[config.mk]
export PLATFORM = sky130hd
export DESIGN_NAME = fifo_bram_packet_writer_flat
export DESIGN_NICKNAME = d
export VERILOG_FILES = /design/src/rtl/fifo_bram_packet_writer_if.sv /design/src/rtl/fifo_bram_packet_writer.sv /design/src/flat_wrapper.sv
export SDC_FILE = /design/constraint.sdc
export NUM_CORES = 1
export LEC_CHECK = 0
export BUFFER_PORTS_ARGS = -buffer_cell sky130_fd_sc_hd__clkbuf_2
export CAP_MARGIN = 10
export CELL_PAD_IN_SITES_DETAIL_PLACEMENT = 1
export CELL_PAD_IN_SITES_GLOBAL_PLACEMENT = 1
export CORE_MARGIN = 4
export CORE_UTILIZATION = 43
export DETAILED_ROUTE_END_ITERATION = 8
export PLACE_DENSITY_LB_ADDON = 0.1
export SYNTH_ARGS = -nofsm -noshare
export SYNTH_HDL_FRONTEND = slang
export SYNTH_SLANG_ARGS = --single-unit
[constraint.sdc]
create_clock -name clk -period 5.09 [get_ports clk]
set_clock_uncertainty 0.1 [all_clocks]
set_input_delay 0.7635 -clock clk [delete_from_list [all_inputs] [get_ports clk]]
set_output_delay 0.7635 -clock clk [all_outputs]
set_load 0.005 [all_outputs]
[src/rtl/fifo_bram_packet_writer_if.sv]
// rtl/fifo_bram_packet_writer_if.sv - FIFO read and BRAM write signal bundle
interface fifo_bram_packet_writer_if #(
  parameter int unsigned BRAM_ADDR_WIDTH = 14
);
  logic                       fifo_empty;
  logic                       fifo_read_en;
  logic [63:0]                fifo_read_data;
  logic                       fifo_read_end_flag;
  logic                       bram_en;
  logic                       bram_we;
  logic [BRAM_ADDR_WIDTH-1:0] bram_addr;
  logic [31:0]                bram_wdata;

  modport master (
    input  fifo_empty, fifo_read_data, fifo_read_end_flag,
    output fifo_read_en, bram_en, bram_we, bram_addr, bram_wdata
  );

  modport slave (
    output fifo_empty, fifo_read_data, fifo_read_end_flag,
    input  fifo_read_en, bram_en, bram_we, bram_addr, bram_wdata
  );
endinterface

[src/rtl/fifo_bram_packet_writer.sv]
// rtl/fifo_bram_packet_writer.sv - drains the 64-bit packet FIFO into a 32-bit BRAM ring
module fifo_bram_packet_writer #(
  parameter int unsigned BRAM_ADDR_WIDTH = 14,
  parameter int unsigned PACKET_WORDS    = 74
) (
  input  logic                       clk,
  input  logic                       rst,
  input  logic                       enable,
  input  logic                       clear_stats,
  fifo_bram_packet_writer_if.master  bus,
  input  logic [BRAM_ADDR_WIDTH-1:0] ps_read_ptr,
  output logic [BRAM_ADDR_WIDTH-1:0] committed_write_ptr,
  output logic [31:0]                packets_written,
  output logic [31:0]                packets_dropped,
  output logic                       overflow_sticky,
  output logic                       length_error_sticky,
  output logic                       in_packet
);
  localparam int unsigned AW    = BRAM_ADDR_WIDTH;
  localparam int unsigned CNT_W = $clog2(PACKET_WORDS + 1);

  typedef enum logic [2:0] {IDLE, FETCH, LATCH, WR_LO, WR_HI, DRAIN} state_t;

  state_t           state;
  state_t           state_next;
  logic [AW-1:0]    wr_ptr;
  logic [CNT_W-1:0] half_cnt;
  logic [63:0]      data_q;
  logic             end_q;
  logic             drop;

  logic [AW-1:0]    free_words;
  logic             admit;
  logic             len_exceeded;
  logic             in_packet_next;
  logic             more_work;

  logic             read_en_d;
  logic             we_d;
  logic [AW-1:0]    addr_d;
  logic [31:0]      wdata_d;

  // One slot stays empty so that equal pointers always mean an empty ring.
  assign free_words     = ps_read_ptr - committed_write_ptr - AW'(1);
  assign admit          = 32'(free_words) >= 32'(PACKET_WORDS);
  assign len_exceeded   = 32'(half_cnt) == 32'(PACKET_WORDS);
  assign in_packet_next = end_q ? 1'b0 : in_packet;
  assign more_work      = !bus.fifo_empty && (in_packet_next || enable);

  always_ff @(posedge clk) begin
    if (rst) state <= IDLE;
    else     state <= state_next;
  end

  always_comb begin
    state_next = state;
    case (state)
      IDLE:  if (!bus.fifo_empty && (in_packet || enable)) state_next = FETCH;
      FETCH: state_next = LATCH;
      LATCH: begin
        if (!in_packet) state_next = admit ? WR_LO : DRAIN;
        else            state_next = drop ? DRAIN : WR_LO;
      end
      WR_LO: state_next = len_exceeded ? DRAIN : WR_HI;
      WR_HI: state_next = more_work ? FETCH : IDLE;
      DRAIN: state_next = more_work ? FETCH : IDLE;
      default: state_next = IDLE;
    endcase
  end

  // Decoded here, registered below, so every port is driven straight from a flop.
  always_comb begin
    read_en_d = (state_next == FETCH);
    we_d      = 1'b0;
    addr_d    = bus.bram_addr;
    wdata_d   = bus.bram_wdata;
    case (state)
      WR_LO: begin
        if (!len_exceeded) begin
          we_d    = 1'b1;
          addr_d  = wr_ptr;
          wdata_d = data_q[31:0];
        end
      end
      WR_HI: begin
        we_d    = 1'b1;
        addr_d  = wr_ptr;
        wdata_d = data_q[63:32];
      end
      default: ;
    endcase
  end

  always_ff @(posedge clk) begin
    if (rst) begin
      wr_ptr              <= '0;
      committed_write_ptr <= '0;
      half_cnt            <= '0;
      data_q              <= '0;
      end_q               <= 1'b0;
      drop                <= 1'b0;
      in_packet           <= 1'b0;
      packets_written     <= '0;
      packets_dropped     <= '0;
      overflow_sticky     <= 1'b0;
      length_error_sticky <= 1'b0;
      bus.fifo_read_en    <= 1'b0;
      bus.bram_en         <= 1'b0;
      bus.bram_we         <= 1'b0;
      bus.bram_addr       <= '0;
      bus.bram_wdata      <= '0;
    end else begin
      bus.fifo_read_en <= read_en_d;
      bus.bram_en      <= we_d;
      bus.bram_we      <= we_d;
      bus.bram_addr    <= addr_d;
      bus.bram_wdata   <= wdata_d;
      case (state)
        LATCH: begin
          data_q <= bus.fifo_read_data;
          end_q  <= bus.fifo_read_end_flag;
          if (!in_packet) begin
            in_packet <= 1'b1;
            half_cnt  <= '0;
            if (!admit) begin
              drop            <= 1'b1;
              overflow_sticky <= 1'b1;
            end
          end
        end
        WR_LO: begin
          // Oversized packet: forget everything written since the last commit.
          if (len_exceeded) begin
            length_error_sticky <= 1'b1;
            wr_ptr              <= committed_write_ptr;
            drop                <= 1'b1;
          end else begin
            wr_ptr   <= wr_ptr + AW'(1);
            half_cnt <= half_cnt + CNT_W'(1);
          end
        end
        WR_HI: begin
          wr_ptr   <= wr_ptr + AW'(1);
          half_cnt <= half_cnt + CNT_W'(1);
          if (end_q) begin
            committed_write_ptr <= wr_ptr + AW'(1);
            packets_written     <= packets_written + 32'd1;
            in_packet           <= 1'b0;
          end
        end
        DRAIN: begin
          if (end_q) begin
            packets_dropped <= packets_dropped + 32'd1;
            in_packet       <= 1'b0;
            drop            <= 1'b0;
          end
        end
        default: ;
      endcase
      if (clear_stats) begin
        packets_written     <= '0;
        packets_dropped     <= '0;
        overflow_sticky     <= 1'b0;
        length_error_sticky <= 1'b0;
      end
    end
  end
endmodule

[src/flat_wrapper.sv]
// flat-port wrapper written by rule: the top's interface ports become plain ports
module fifo_bram_packet_writer_flat 
#(
  parameter int unsigned BRAM_ADDR_WIDTH = 14,
  parameter int unsigned PACKET_WORDS    = 74
)
  (clk, rst, enable, clear_stats, ps_read_ptr, committed_write_ptr, packets_written, packets_dropped, overflow_sticky, length_error_sticky, in_packet, bus_fifo_empty, bus_fifo_read_data, bus_fifo_read_end_flag, bus_fifo_read_en, bus_bram_en, bus_bram_we, bus_bram_addr, bus_bram_wdata);
  fifo_bram_packet_writer_if #(.BRAM_ADDR_WIDTH(BRAM_ADDR_WIDTH)) bus_i ();
  input  logic clk;
  input  logic rst;
  input  logic enable;
  input  logic clear_stats;
  input  logic [BRAM_ADDR_WIDTH-1:0] ps_read_ptr;
  output logic [BRAM_ADDR_WIDTH-1:0] committed_write_ptr;
  output logic [31:0] packets_written;
  output logic [31:0] packets_dropped;
  output logic overflow_sticky;
  output logic length_error_sticky;
  output logic in_packet;
  input wire logic [$bits(bus_i.fifo_empty)-1:0] bus_fifo_empty;
  input wire logic [$bits(bus_i.fifo_read_data)-1:0] bus_fifo_read_data;
  input wire logic [$bits(bus_i.fifo_read_end_flag)-1:0] bus_fifo_read_end_flag;
  output wire logic [$bits(bus_i.fifo_read_en)-1:0] bus_fifo_read_en;
  output wire logic [$bits(bus_i.bram_en)-1:0] bus_bram_en;
  output wire logic [$bits(bus_i.bram_we)-1:0] bus_bram_we;
  output wire logic [$bits(bus_i.bram_addr)-1:0] bus_bram_addr;
  output wire logic [$bits(bus_i.bram_wdata)-1:0] bus_bram_wdata;
  assign bus_i.fifo_empty = bus_fifo_empty;
  assign bus_i.fifo_read_data = bus_fifo_read_data;
  assign bus_i.fifo_read_end_flag = bus_fifo_read_end_flag;
  assign bus_fifo_read_en = bus_i.fifo_read_en;
  assign bus_bram_en = bus_i.bram_en;
  assign bus_bram_we = bus_i.bram_we;
  assign bus_bram_addr = bus_i.bram_addr;
  assign bus_bram_wdata = bus_i.bram_wdata;
  fifo_bram_packet_writer #(.BRAM_ADDR_WIDTH(BRAM_ADDR_WIDTH), .PACKET_WORDS(PACKET_WORDS)) u_core (.clk(clk), .rst(rst), .enable(enable), .clear_stats(clear_stats), .bus(bus_i), .ps_read_ptr(ps_read_ptr), .committed_write_ptr(committed_write_ptr), .packets_written(packets_written), .packets_dropped(packets_dropped), .overflow_sticky(overflow_sticky), .length_error_sticky(length_error_sticky), .in_packet(in_packet));
endmodule
== Word-level counts from Yosys, hierarchy flattened ==
Index checks and enable logic that the tools add are counted.

* Register bits: 219
* Latch bits: 0
* RAM bits: 0
* Bits in read-only memories: 0
* Output and inout bits: 130
* Memories kept: 0

* $add $sub $neg: 6
* $mul: 0
* Div/mod/pow operators: 0
* $lt $le $gt $ge: 1
* Equal/unequal tests: 12
* Shift-type cells: 0
* Multiplexer cells: 25
* Bitwise operators: 2
* Reductions and logical operators: 19

{| class="wikitable"
|+ Operators by type and width
! kind !! number
|-
| 32-bit by 1-bit adder with 32-bit output, second input constant || 2
|-
| 32-bit one-hot mux with 2 select lines || 1
|-
| 14-bit one-hot mux with 2 select lines || 2
|-
| 32-bit two-way mux || 1
|-
| 14-bit two-way mux || 2
|-
| 7-bit one-hot mux with 3 select lines || 1
|-
| 3-bit one-hot mux with 5 select lines || 1
|-
| 14-bit by 1-bit adder with 14-bit output, second input constant || 1
|-
| 14-bit by 7-bit greater-or-equal comparator with 1-bit output, second input constant || 1
|-
| 7-bit two-way mux || 2
|-
| 14-bit by 1-bit subtractor with 14-bit output, second input constant || 1
|-
| 14-bit subtractor || 1
|-
| 3-bit two-way mux || 4
|-
| 1-bit two-way mux || 8
|-
| 2-bit AND reduction || 4
|-
| 7-bit by 1-bit adder with 7-bit output, second input constant || 1
|-
| 7-bit equality test, second input constant || 1
|-
| 3-bit by 1-bit equality test with 1-bit output, second input constant || 2
|-
| 3-bit by 2-bit equality test with 1-bit output, second input constant || 2
|-
| 3-bit equality test, second input constant || 2
|-
| 2-bit inequality test, second input constant || 3
|-
| 3-bit AND reduction || 2
|-
| 3-bit nonzero test || 2
|-
| 5-bit AND reduction || 1
|-
| 10 further kinds || 17
|}

== Logic depth before layout (Yosys ltp) ==
* Depth after elaboration: 7
* Mapped depth: 11
* Mapped depth without buffers: 11

== Worst setup path after synthesis ==
No wires, ideal clock.

* Path kind: in2reg
* Start: input port ps_read_ptr[0]
* End: register u_core.state[1]
* Setup time: 117 ps
* Data arrival time: 2920 ps
* Required time: 4873 ps
* Slack: 1953 ps
* Cell stages on the path: 10
* Buffers on the path: 0
* Cells stage by stage: ha_1 fa_1 a21o_2 nand2_1 o211a_1 xor2_1 o21ai_0 nor4_4 nand3_1 a32o_1

* Cells in the longest elaborated chain, start to end: 6

{| class="wikitable"
|+ RTL lines
! what !! line !! text
|-
| from (decl) || flat_wrapper.sv:13 || <nowiki>input logic [BRAM_ADDR_WIDTH-1:0] ps_read_ptr;</nowiki>
|-
| 14-bit subtractor || fifo_bram_packet_writer.sv:44 || <nowiki>assign free_words = ps_read_ptr - committed_write_ptr - AW'(1);</nowiki>
|-
| 14-bit by 1-bit subtractor with 14-bit output || fifo_bram_packet_writer.sv:44 ||
|-
| 14-bit by 7-bit greater-or-equal comparator with 1-bit output || fifo_bram_packet_writer.sv:45 || <nowiki>assign admit = 32'(free_words) >= 32'(PACKET_WORDS);</nowiki>
|-
| 3-bit two-way mux (2 in series) || fifo_bram_packet_writer.sv:61 || <nowiki>if (!in_packet) state_next = admit ? WR_LO : DRAIN;</nowiki>
|-
| 3-bit one-hot mux with 5 select lines || fifo_bram_packet_writer.sv:57 || <nowiki>case (state)</nowiki>
|-
| to (signal assigned) || fifo_bram_packet_writer.sv:52 || <nowiki>else state <= state_next;</nowiki>
|-
| to (decl) || fifo_bram_packet_writer.sv:24 || <nowiki>state_t state;</nowiki>
|}

Every way passes these cells.
A chain may end at the register's enable or synchronous reset.

== Worst setup path in the final report ==
* Start: register u_core.committed_write_ptr[0]
* End: register u_core.state[1]

* Cells in the longest elaborated chain, start to end: 6

{| class="wikitable"
|+ RTL lines
! what !! line !! text
|-
| from (decl) || fifo_bram_packet_writer.sv:12 || <nowiki>output logic [BRAM_ADDR_WIDTH-1:0] committed_write_ptr,</nowiki>
|-
| from (signal assigned) || fifo_bram_packet_writer.sv:146 || <nowiki>committed_write_ptr <= wr_ptr + AW'(1);</nowiki>
|-
| 14-bit subtractor || fifo_bram_packet_writer.sv:44 ||
|-
| 14-bit by 1-bit subtractor with 14-bit output || fifo_bram_packet_writer.sv:44 ||
|-
| 14-bit by 7-bit greater-or-equal comparator with 1-bit output || fifo_bram_packet_writer.sv:45 ||
|-
| 3-bit two-way mux (2 in series) || fifo_bram_packet_writer.sv:61 ||
|-
| 3-bit one-hot mux with 5 select lines || fifo_bram_packet_writer.sv:57 ||
|}

Every way passes these cells.

==> summary.md <==
| Metric | Value |
|---|---|
| PortBufs | `213` |
| Post-CTS setup repair buffer count | `0` |
| Total CTS buffers | `25` |
| Largest area contributor in the netlist | `dfxtp_1` |
| Crit Path Category | `reg -> reg` |
| Area share of the largest cell type after synthesis | `44.9%` |
| Initial antenna violation count | `1` |
| Reg-to-reg slack, setup | `2.06 ns` |
| Fill cell count | `2770` |
| Syn_nets | `1319` |
| Die Y | `159 um` |
| Routed WL | `27800 um` |
| Most frequent cell after synthesis | `nand2_1` |
| Clock latency on the worst-skew pair | `0.52 ns` |
| Complex-gate fraction of the synthesized area | `16.4%` |
| First-pass GRT wire length | `44700 um` |
| Status | `complete, no violations` |
| Number of synthesized flops with an enable pin | `0` |
| Yosys cell types | `70` |
| Post-Layout Cell Count | `1695` |
| Period minus WS final | `3.03 ns` |
| Deepest level of the CTS H-tree | `1` |
| Max-slew violations | `0` |
| Drt drc | `0` |
| Cells after synthesis | `1216` |
| Clock root buffer | `clkbuf_16` |
| Via/cell ratio | `5.35` |
| DP HPWL | `18800 um` |
| Syn avg cell area | `8.02 um2` |
| Routed vias | `9061` |
| Post-synthesis mux area share | `0.526%` |
| DR pass1 iterations | `4` |
| HP Start | `u_core.data_q[25]$_SDFFE_PP0P_` |
| Worst Hold End | `u_core.data_q[25]$_SDFFE_PP0P_` |
| Crit share post-route | `59.5%` |
| Post-synthesis xor/xnor area fraction | `6.81%` |
| Utilization after layout | `53.3%` |
| Area Growth Syn to Fin | `20.6%` |
| DIE AREA | `25200 um2` |
| Worst reg2reg path startpoint | `u_core.committed_write_ptr[0]$_SDFFE_PP0P_` |
| PnR worst setup slack | `2.06 ns` |
| Initial DRC count | `443` |
| Leakage power | `4.41 nW` |
| Wire per inst | `16.4 um` |
| Hold depth | `2` |
| Synthesized area | `9760 um2` |
| Power density over the cells | `329 nW/um2` |
| Die Width | `159 um` |
| WP data required | `5.39 ns` |
| Worst Setup End Kind | `flip-flop` |
| Placed cells | `1649` |
| Setup TNS | `0 ns` |
| R2R depth | `11` |
| Resized cells post-CTS | `0` |
| Nature of the critical path startpoint | `flip-flop` |
| Internal | `0.00293 W` |
| Cells taking the most area after synthesis | `dfxtp_1, nand2_1, a21oi_1` |
| GRT Util Overall | `21.2%` |
| Clock Power Share | `44.9%` |
| Flop pwr share | `46.7%` |
| Worst-case clock buffer depth | `3` |
| Simple-Gate Fraction of Synth Area | `24.8%` |
| Clock slew at reported path FFs | `0.06 ns` |
| Slew margin rel. | `26.4%` |
| Primary FF master, synth | `dfxtp_1` |
| RSZ-0062 raised after global routing | `no` |
| Number of global-route vias before repair | `9132` |
| Final Setup Violations | `0` |
| Tightest Hold Check Type | `reg -> reg` |
| Core Area | `22100 um2` |
| Asr flop ratio synth | `0%` |
| RD Place Congestion | `0.849` |
| Sequential share of the synthesized area | `44.9%` |
| Worst-margin pin slew | `1.10 ns` |
| Sw frac | `24.3%` |
| RR Endpoint | `u_core.state[1]$_SDFF_PP0_` |
| Ys Warns | `0` |
| Fmax | `0.330 GHz` |
| Final Hold Fails | `0` |
| Adder-Cell Fraction of Synth Area | `2.51%` |
| Comb power frac | `8.4%` |
| Top post-synthesis cells by count | `nand2_1, dfxtp_1, nor2_1` |
| Place WS | `1.66 ns` |
| Critical Path Fanout Max | `4` |
| Largest net degree at the start of global routing | `82` |
| Share of cells above drive strength 1 | `20.2%` |
| Overflow left after global routing | `0` |
| IO Count | `214` |
| Maxcap violations | `0` |
| #FFs+latches synth | `219` |
| Clock Sinks | `219` |
| Nets | `1499` |
| # hold bufs at CTS | `0` |
| Largest family of logic cells by synthesized area | `simple AND/OR/NAND/NOR gates` |
| Placement Rows | `54` |
| CP Data Arrival Time | `3.33 ns` |
| Final ANT Viol Nets | `0` |
| Total chip power | `0.00387 W` |
| Initial Util | `44.2%` |
| Net Sw Power | `0.000943 W` |
| CTS tree | `yes` |
| Peak VDD IR | `223 uV` |
metrics by stage:
| stage | hold WS [ns] | instance area [um2] |
|---|---|---|
| after floorplan | 0.337 | 9760 |
| after global placement | 0.341 | 11000 |
| after detailed placement | 0.347 | 11000 |
| after CTS | 0.333 | 11800 |
| after global routing | 0.344 | 11800 |
| final | 0.353 | 11800 |
sequential cells by signal (all words and copies together), names as in the netlist:
signal,count
u_core.bus.bram_addr,14
u_core.drop,1
u_core.bus.bram_en,1
u_core.end_q,1
u_core.data_q,64
u_core.wr_ptr,14
u_core.half_cnt,7
u_core.packets_written,32
u_core.overflow_sticky,1
u_core.in_packet,1
u_core.packets_dropped,32
u_core.bus.bram_wdata,32
u_core.state,3
u_core.length_error_sticky,1
u_core.committed_write_ptr,14
u_core.bus.fifo_read_en,1
power groups by stage:
stage | clock network [W] | registers [W] | logic (W)
3_3_place_gp | 0 | 0.00184 | 0.000323
2_1_floorplan | 0 | 0.00183 | 0.000223
6_report | 0.00174 | 0.00181 | 0.000326
3_5_place_dp | 0 | 0.00185 | 0.000330
5_1_grt | 0.00187 | 0.00181 | 0.000368
4_1_cts | 0.00179 | 0.00181 | 0.000332
layout by cell type (no fill, tap or decap), types with 15 or more instances in the layout:
| cell type | Yosys | final |
|---|---|---|
| o21ai_0 | 29 | 29 |
| a21oi_1 | 125 | 125 |
| nand2_1 | 279 | 279 |
| ha_1 | 18 | 18 |
| nor2_1 | 151 | 148 |
| nand3_1 | 30 | 30 |
| xor2_1 | 44 | 44 |
| a311oi_1 | 33 | 33 |
| clkbuf_2 | 0 | 212 |
| inv_1 | 29 | 29 |
| clkbuf_16 | 0 | 25 |
| and3_1 | 15 | 15 |
| xnor2_1 | 30 | 30 |
| dfxtp_1 | 219 | 219 |
kinds of logic (layout without fill, tap and decap cells):
kind of cell               count (synthesis)  in the layout
muxes                                      5              5
xor gates and xnor gates                  75             75
other                                      0              2
DFF                                      219            219
AOI/OAI and AO/OA                        249            249
buffers and inverters                     98            295
adders and majority gates                 19             19
and+or+nand+nor                          551            551
metal layers:
metal  part of all wire, %  GRT usage [%]
met1                    45           27.3
met2                    48           37.1
met3                   4.9           3.51
met4                   1.8           5.52
met5                     0              0
worst max-delay path by stage:
stage / startpoint / endpoint / slack [ns] / depth (start not counted)
after floorplan: ps_read_ptr[0] / u_core.state[1]$_SDFF_PP0_ / 1.95 / 10
after global placement: ps_read_ptr[0] / u_core.state[1]$_SDFF_PP0_ / 1.70 / 11
after detailed placement: ps_read_ptr[0] / u_core.state[1]$_SDFF_PP0_ / 1.66 / 11
after CTS: u_core.committed_write_ptr[0]$_SDFFE_PP0P_ / u_core.state[1]$_SDFF_PP0_ / 2.04 / 11
after global routing: u_core.half_cnt[0]$_SDFFE_PP0P_ / u_core.bus.bram_wdata[17]$_SDFFE_PP0P_ / 1.76 / 8
final: u_core.committed_write_ptr[0]$_SDFFE_PP0P_ / u_core.state[1]$_SDFF_PP0_ / 2.06 / 11
worst max-delay path: stages (launching register included):
cell and delay, ns:
dfxtp_1 0.40, inv_1 0.06, ha_1 0.23, fa_1 0.42, a21o_2 0.26, nand2_1 0.07, o211a_1 0.24, xor2_1 0.23
o21ai_0 0.19, nor4_4 0.32, nand3_1 0.16, a32o_1 0.22
final cells by class:
class | instances | area, um2 | area share [%]
Multi-Input combinational cell | 899 | 4990 | 42.4
Sequential cell | 219 | 4380 | 37.2
Timing Repair Buffer | 222 | 1140 | 9.65
Clock buffer | 38 | 734 | 6.24
Tap cell | 280 | 350 | 2.98
Inverter | 29 | 109 | 0.925
Clock inverter | 6 | 58.8 | 0.500
Antenna cell | 2 | 5.00 | 0.0425
(Power assumes the default switching activity.)
